===== src/rtl/mul_arbiter.sv =====
// Round-robin arbiter that shares one sequential multiplier among NREQ requesters.
// Each job clears the multiplier, pulses start for two cycles, waits, and returns the product.
module mul_arbiter #(
  parameter int NREQ = 3,
  parameter int N    = 16
) (
  input  logic                    clk,
  input  logic                    rst,
  input  logic [NREQ-1:0]         req,
  input  logic [NREQ*N-1:0]       op_a,
  input  logic [NREQ*N-1:0]       op_b,
  output logic [NREQ-1:0]         ack,
  output logic [2*N-1:0]          result,
  output logic [$clog2(NREQ)-1:0] grant_id,
  output logic                    busy,
  output logic                    mul_rst,
  output logic                    mul_start,
  output logic [N-1:0]            mul_a,
  output logic [N-1:0]            mul_b,
  input  logic [2*N-1:0]          mul_out,
  input  logic                    mul_busy
);

  localparam int IDW = $clog2(NREQ);

  typedef enum logic [2:0] {
    IDLE   = 3'd0,
    CLEAR  = 3'd1,
    START1 = 3'd2,
    START2 = 3'd3,
    WAIT   = 3'd4,
    DONE   = 3'd5
  } state_t;

  state_t           state_q, state_d;
  logic [IDW-1:0]   grant_id_q, grant_id_d;
  logic [IDW-1:0]   last_q, last_d;
  logic             mask_q, mask_d;
  logic [N-1:0]     mul_a_q, mul_a_d;
  logic [N-1:0]     mul_b_q, mul_b_d;
  logic [2*N-1:0]   result_q, result_d;
  logic [NREQ-1:0]  ack_q, ack_d;
  logic             busy_q, busy_d;
  logic             mul_start_q, mul_start_d;

  logic [NREQ-1:0]  req_eff;
  logic             found;
  int               win;

  // Round-robin search starting just after the last winner.
  always_comb begin
    req_eff = req;
    if (mask_q) req_eff[last_q] = 1'b0;
    found = 1'b0;
    win   = 0;
    for (int k = 1; k <= NREQ; k++) begin
      if (!found && req_eff[(int'(last_q) + k) % NREQ]) begin
        found = 1'b1;
        win   = (int'(last_q) + k) % NREQ;
      end
    end
  end

  always_comb begin
    state_d    = state_q;
    grant_id_d = grant_id_q;
    last_d     = last_q;
    mul_a_d    = mul_a_q;
    mul_b_d    = mul_b_q;
    result_d   = result_q;
    // The previous winner is ignored for one IDLE cycle so a dropping req is not re-granted.
    mask_d     = (state_q == DONE);
    case (state_q)
      IDLE: begin
        if (found) begin
          grant_id_d = IDW'(win);
          last_d     = IDW'(win);
          mul_a_d    = op_a[win*N +: N];
          mul_b_d    = op_b[win*N +: N];
          state_d    = CLEAR;
        end
      end
      CLEAR:  state_d = START1;
      START1: state_d = START2;
      START2: state_d = WAIT;
      WAIT: begin
        if (!mul_busy) begin
          result_d = mul_out;
          state_d  = DONE;
        end
      end
      DONE:    state_d = IDLE;
      default: state_d = IDLE;
    endcase

    ack_d = '0;
    if (state_d == DONE) ack_d[grant_id_q] = 1'b1;
    busy_d      = (state_d != IDLE);
    mul_start_d = (state_d == START1) || (state_d == START2);
  end

  always_ff @(posedge clk) begin
    if (rst) begin
      state_q     <= IDLE;
      grant_id_q  <= '0;
      last_q      <= IDW'(NREQ - 1);
      mask_q      <= 1'b0;
      mul_a_q     <= '0;
      mul_b_q     <= '0;
      result_q    <= '0;
      ack_q       <= '0;
      busy_q      <= 1'b0;
      mul_start_q <= 1'b0;
    end else begin
      state_q     <= state_d;
      grant_id_q  <= grant_id_d;
      last_q      <= last_d;
      mask_q      <= mask_d;
      mul_a_q     <= mul_a_d;
      mul_b_q     <= mul_b_d;
      result_q    <= result_d;
      ack_q       <= ack_d;
      busy_q      <= busy_d;
      mul_start_q <= mul_start_d;
    end
  end

  assign ack       = ack_q;
  assign result    = result_q;
  assign grant_id  = grant_id_q;
  assign busy      = busy_q;
  assign mul_start = mul_start_q;
  assign mul_a     = mul_a_q;
  assign mul_b     = mul_b_q;
  assign mul_rst   = rst | (state_q == CLEAR);

endmodule


===== config.mk =====
export PLATFORM = sky130hd
export DESIGN_NAME = mul_arbiter
export DESIGN_NICKNAME = d
export VERILOG_FILES = /design/src/rtl/mul_arbiter.sv
export SDC_FILE = /design/constraint.sdc
export NUM_CORES = 1
export LEC_CHECK = 0
export BUFFER_PORTS_ARGS = -buffer_cell sky130_fd_sc_hd__buf_2
export CAP_MARGIN = 10
export CORE_ASPECT_RATIO = 0.8
export CORE_MARGIN = 2
export CORE_UTILIZATION = 48
export DETAILED_ROUTE_END_ITERATION = 10
export PLACE_DENSITY = 0.89
export SLEW_MARGIN = 20
export SYNTH_ARGS = -nofsm -noshare
export SYNTH_HDL_FRONTEND = slang
export SYNTH_SLANG_ARGS = --single-unit

===== constraint.sdc =====
create_clock -name clk -period 7.09 [get_ports clk]
set_clock_uncertainty 0.15 [all_clocks]
set_input_delay 0.3545 -clock clk [delete_from_list [all_inputs] [get_ports clk]]
set_output_delay 0.3545 -clock clk [all_outputs]
set_load 0.005 [all_outputs]

==> run_results.csv <==
group,metric,value,unit
status,status,"finished clean",
synthesis,synth_seq_cells,76,
synthesis,syn_nets,566,
synthesis,netlist_area,3631,um^2
routing,num_vias,3615,
floorplanning,rows,28,
sta,setup_viol,0,
clock_tree,cts_tree,"built",
final_layout,layout_common_cells,"buf_2, dfxtp_1, a21oi_1",
worst_hold_path,hold_end,"result[7]",
clock_tree,cts_max_level,3,
clock_tree,cts-hold-fix-buffers,0,
global_routing,grt_pass1_wl,14870,um
global_routing,grtUsageMet2,39.87,%
final_layout,nets,750,
routing,routed_via_density,5.142,
sta,clock.fmax,296.6,MHz
floorplanning,die_w,101.2,um
clock_tree,clk_pin_slew,0.09,ns
routing,drc,0,
sta,slew_viol_final,0,
critical_path,regToRegSetupSlack,3.72,ns
sta,min_period,3.371,ns
critical_path,critPathLaunchType,"register",
clock_tree,insertion_delay,0.34,ns
run,cap_violations,0,
global_routing,overflow,0,
global_routing,top_usage_layer,"met2",
global_routing,grt_use_met1,27.33,%
routing,drt_first_pass_iters,5,
synthesis,ys_async_sr_fraction,0,%
final_layout,nFillCells,639,
sta,max-slew-margin-rel,34.12,%
synthesis,synth_warnings,0,
power,irDropWorstVdd,0.1473,mV
synthesis,synth_cell_types,44,
synthesis,syn_avg_cell_area,8.564,um^2
critical_path,regToRegStartpoint,"grant_id[0]",
global_routing,grt_pass1_vias,3290,
critical_path,reg2regPathDepth,8,
sta,hold_slack,0.08394,ns
synthesis,ys_seq_area_share,41.90,%
final_layout,drive_gt1_share,39.48,%
floorplanning,dieArea,8280,um^2
global_routing,grt_max_degree,64,
floorplanning,start_util,49.35,%
sta,finalHoldViolations,0,
synthesis,netlist_instances,424,
global_routing,antenna_found_initial,0,
place,dp_hpwl,7472,um
power,power.leakage,2.287,nW
final_layout,area_growth_syn_to_layout,34.22,%
floorplanning,io_pins,206,
clock_tree,clockBufferDepth,2,
final_layout,stdcell_count,703,
clock_tree,cts_buffers,9,
floorplanning,die_y,81.79,um
routing,ant_nets,0,
place,io_buffers,205,
routing,wirelength,9835,um
worst_hold_path,min_path_type,"in2reg",
routing,wl_per_cell,13.99,um
place,dp_cells,687,
clock_tree,cts_setup_buffers,0,
clock_tree,cts_num_sinks,76,
sta,fin_crit_sh,47.55,%
place,gp_congestion,0.8570,
worst_hold_path,min_from,"mul_out[7]",
synthesis,synth_edf_count,0,
sta,tightest_slew,0.9883,ns
worst_hold_path,whs_path_depth,3,
critical_path,arrival,3.45,ns
sta,fin_ws,3.719,ns
global_routing,grt_usage,22.67,%
critical_path,endpoint_kind,"register",
power,powerDensity,328.7,nW/um^2
final_layout,mostFrequentLayoutCell,"buf_2",
floorplanning,coreArea,7357,um^2
clock_tree,clock-root-buffer,"clkbuf_8",
clock_tree,cts-resized-gates,0,
synthesis,synth_ff_type,"dfxtp_1",
critical_path,worst-setup-path-type,"reg2reg",
sta,grt_setup_unrepaired,"false",
critical_path,cp.required,7.17,ns
final_layout,antenna_cells,0,
critical_path,rr_endpoint,"mul_a[11]",
routing,drt-initial-drc-count,98,
global_routing,use_met3,6.383,%
sta,setup_tns,0,ns
place,pre_cts_ws,3.772,ns
critical_path,cp_max_fo,63,
[worst max-delay path, stage by stage, from the launching register on]
cell and delay (ns):
dfxtp_1 0.47, inv_1 0.19, ha_1 0.48, nand2b_1 0.23
a21oi_1 0.14, a211o_2 0.78, mux2_4 0.35, mux2_2 0.26
a22o_1 0.20
[cells in the mapped netlist, types with 2 or more instances]
| cell | number | area [um^2] |
|---|---|---|
| ha_1 | 8 | 100.1 |
| clkbuf_1 | 21 | 78.83 |
| nand4_1 | 2 | 12.51 |
| a211oi_1 | 3 | 22.52 |
| nor2_1 | 40 | 150.1 |
| mux2i_1 | 34 | 340.3 |
| mux2_2 | 3 | 33.78 |
| nand3b_1 | 2 | 15.01 |
| o21ai_0 | 4 | 20.02 |
| nor4_1 | 3 | 18.77 |
| a21bo_2 | 3 | 30.03 |
| nand2_1 | 66 | 247.7 |
| o211ai_1 | 2 | 15.01 |
| buf_2 | 8 | 40.04 |
| nand2b_1 | 6 | 37.54 |
| nor2b_1 | 4 | 25.02 |
| buf_4 | 3 | 22.52 |
| mux2_4 | 2 | 30.03 |
| a21oi_1 | 69 | 345.3 |
| dfxtp_1 | 76 | 1521 |
| nor4bb_1 | 2 | 20.02 |
| inv_1 | 6 | 22.52 |
| a22o_1 | 32 | 280.3 |
| nor3_1 | 5 | 25.02 |
[power by group]
part	leakage, nW	internal [mW]	switching [mW]
Sequential	0.619	0.504	0.0529
Combinational	1.56	0.321	0.387
Clock	0.103	0.168	0.168
Total	2.29	0.993	0.608
[layer usage]
| metal | share of wire [%] | vias to the layer above | wire [um] |
|---|---|---|---|
| li1 | - | 1856 | - |
| met1 | 42 | 1649 | 4129 |
| met2 | 52 | 100 | 5125 |
| met3 | 5.1 | 10 | 501 |
| met4 | 0.79 | 0 | 78 |
| met5 | 0 | - | 0 |
[state kept, by name, summed over array words and instances (netlist names)]
name       count
mul_start      1
grant_id       2
state_q        3
ack            3
last_q         1
mul_a         16
result        32
mul_b         16
mask_q         1
busy           1
[stage by stage]
| stage | total power [mW] | utilization [%] | cell area [um^2] |
|---|---|---|---|
| after detailed placement | 1.272 | 63.38 | 4663 |
| after CTS | 1.610 | 66.16 | 4867 |
| after global placement | 1.241 | 63.32 | 4658 |
| after global routing | 1.719 | 66.24 | 4873 |
| after floorplan | 1.078 | - | 3631 |
| final | 1.602 | 66.24 | 4873 |
[kinds of logic after synthesis]
group	count (synthesis)	synth area share, %
flops	76	41.90
simple gates	136	16.71
buf+inv	41	5.031
fa+ha+maj	9	3.067
compound gates	122	21.92
mux	39	11.13
xor+xnor	1	0.2413
[cell type report]
type / instances / area [um^2] / share of cell area [%]
Inverter: 7 / 26.28 / 0.5392
Sequential cell: 76 / 1521 / 31.22
Multi-Input combinational cell: 307 / 1968 / 40.39
Timing Repair Buffer: 207 / 1041 / 21.36
Clock inverter: 7 / 80.08 / 1.643
Tap cell: 90 / 112.6 / 2.311
Clock buffer: 9 / 123.9 / 2.542
[worst max path at each step]
stage	end	start	slack, ns	cells after the start
6_report	mul_a[11]	grant_id[0]	3.72	8
5_1_grt	mul_a[11]	grant_id[0]	3.49	8
4_1_cts	mul_a[11]	grant_id[0]	3.74	8
3_5_place_dp	mul_a[11]	grant_id[0]	3.77	8
3_3_place_gp	mul_a[11]	grant_id[0]	3.89	8
2_1_floorplan	mul_a[0]	grant_id[0]	4.45	10
Note: power is estimated with default switching activity, not from simulation.
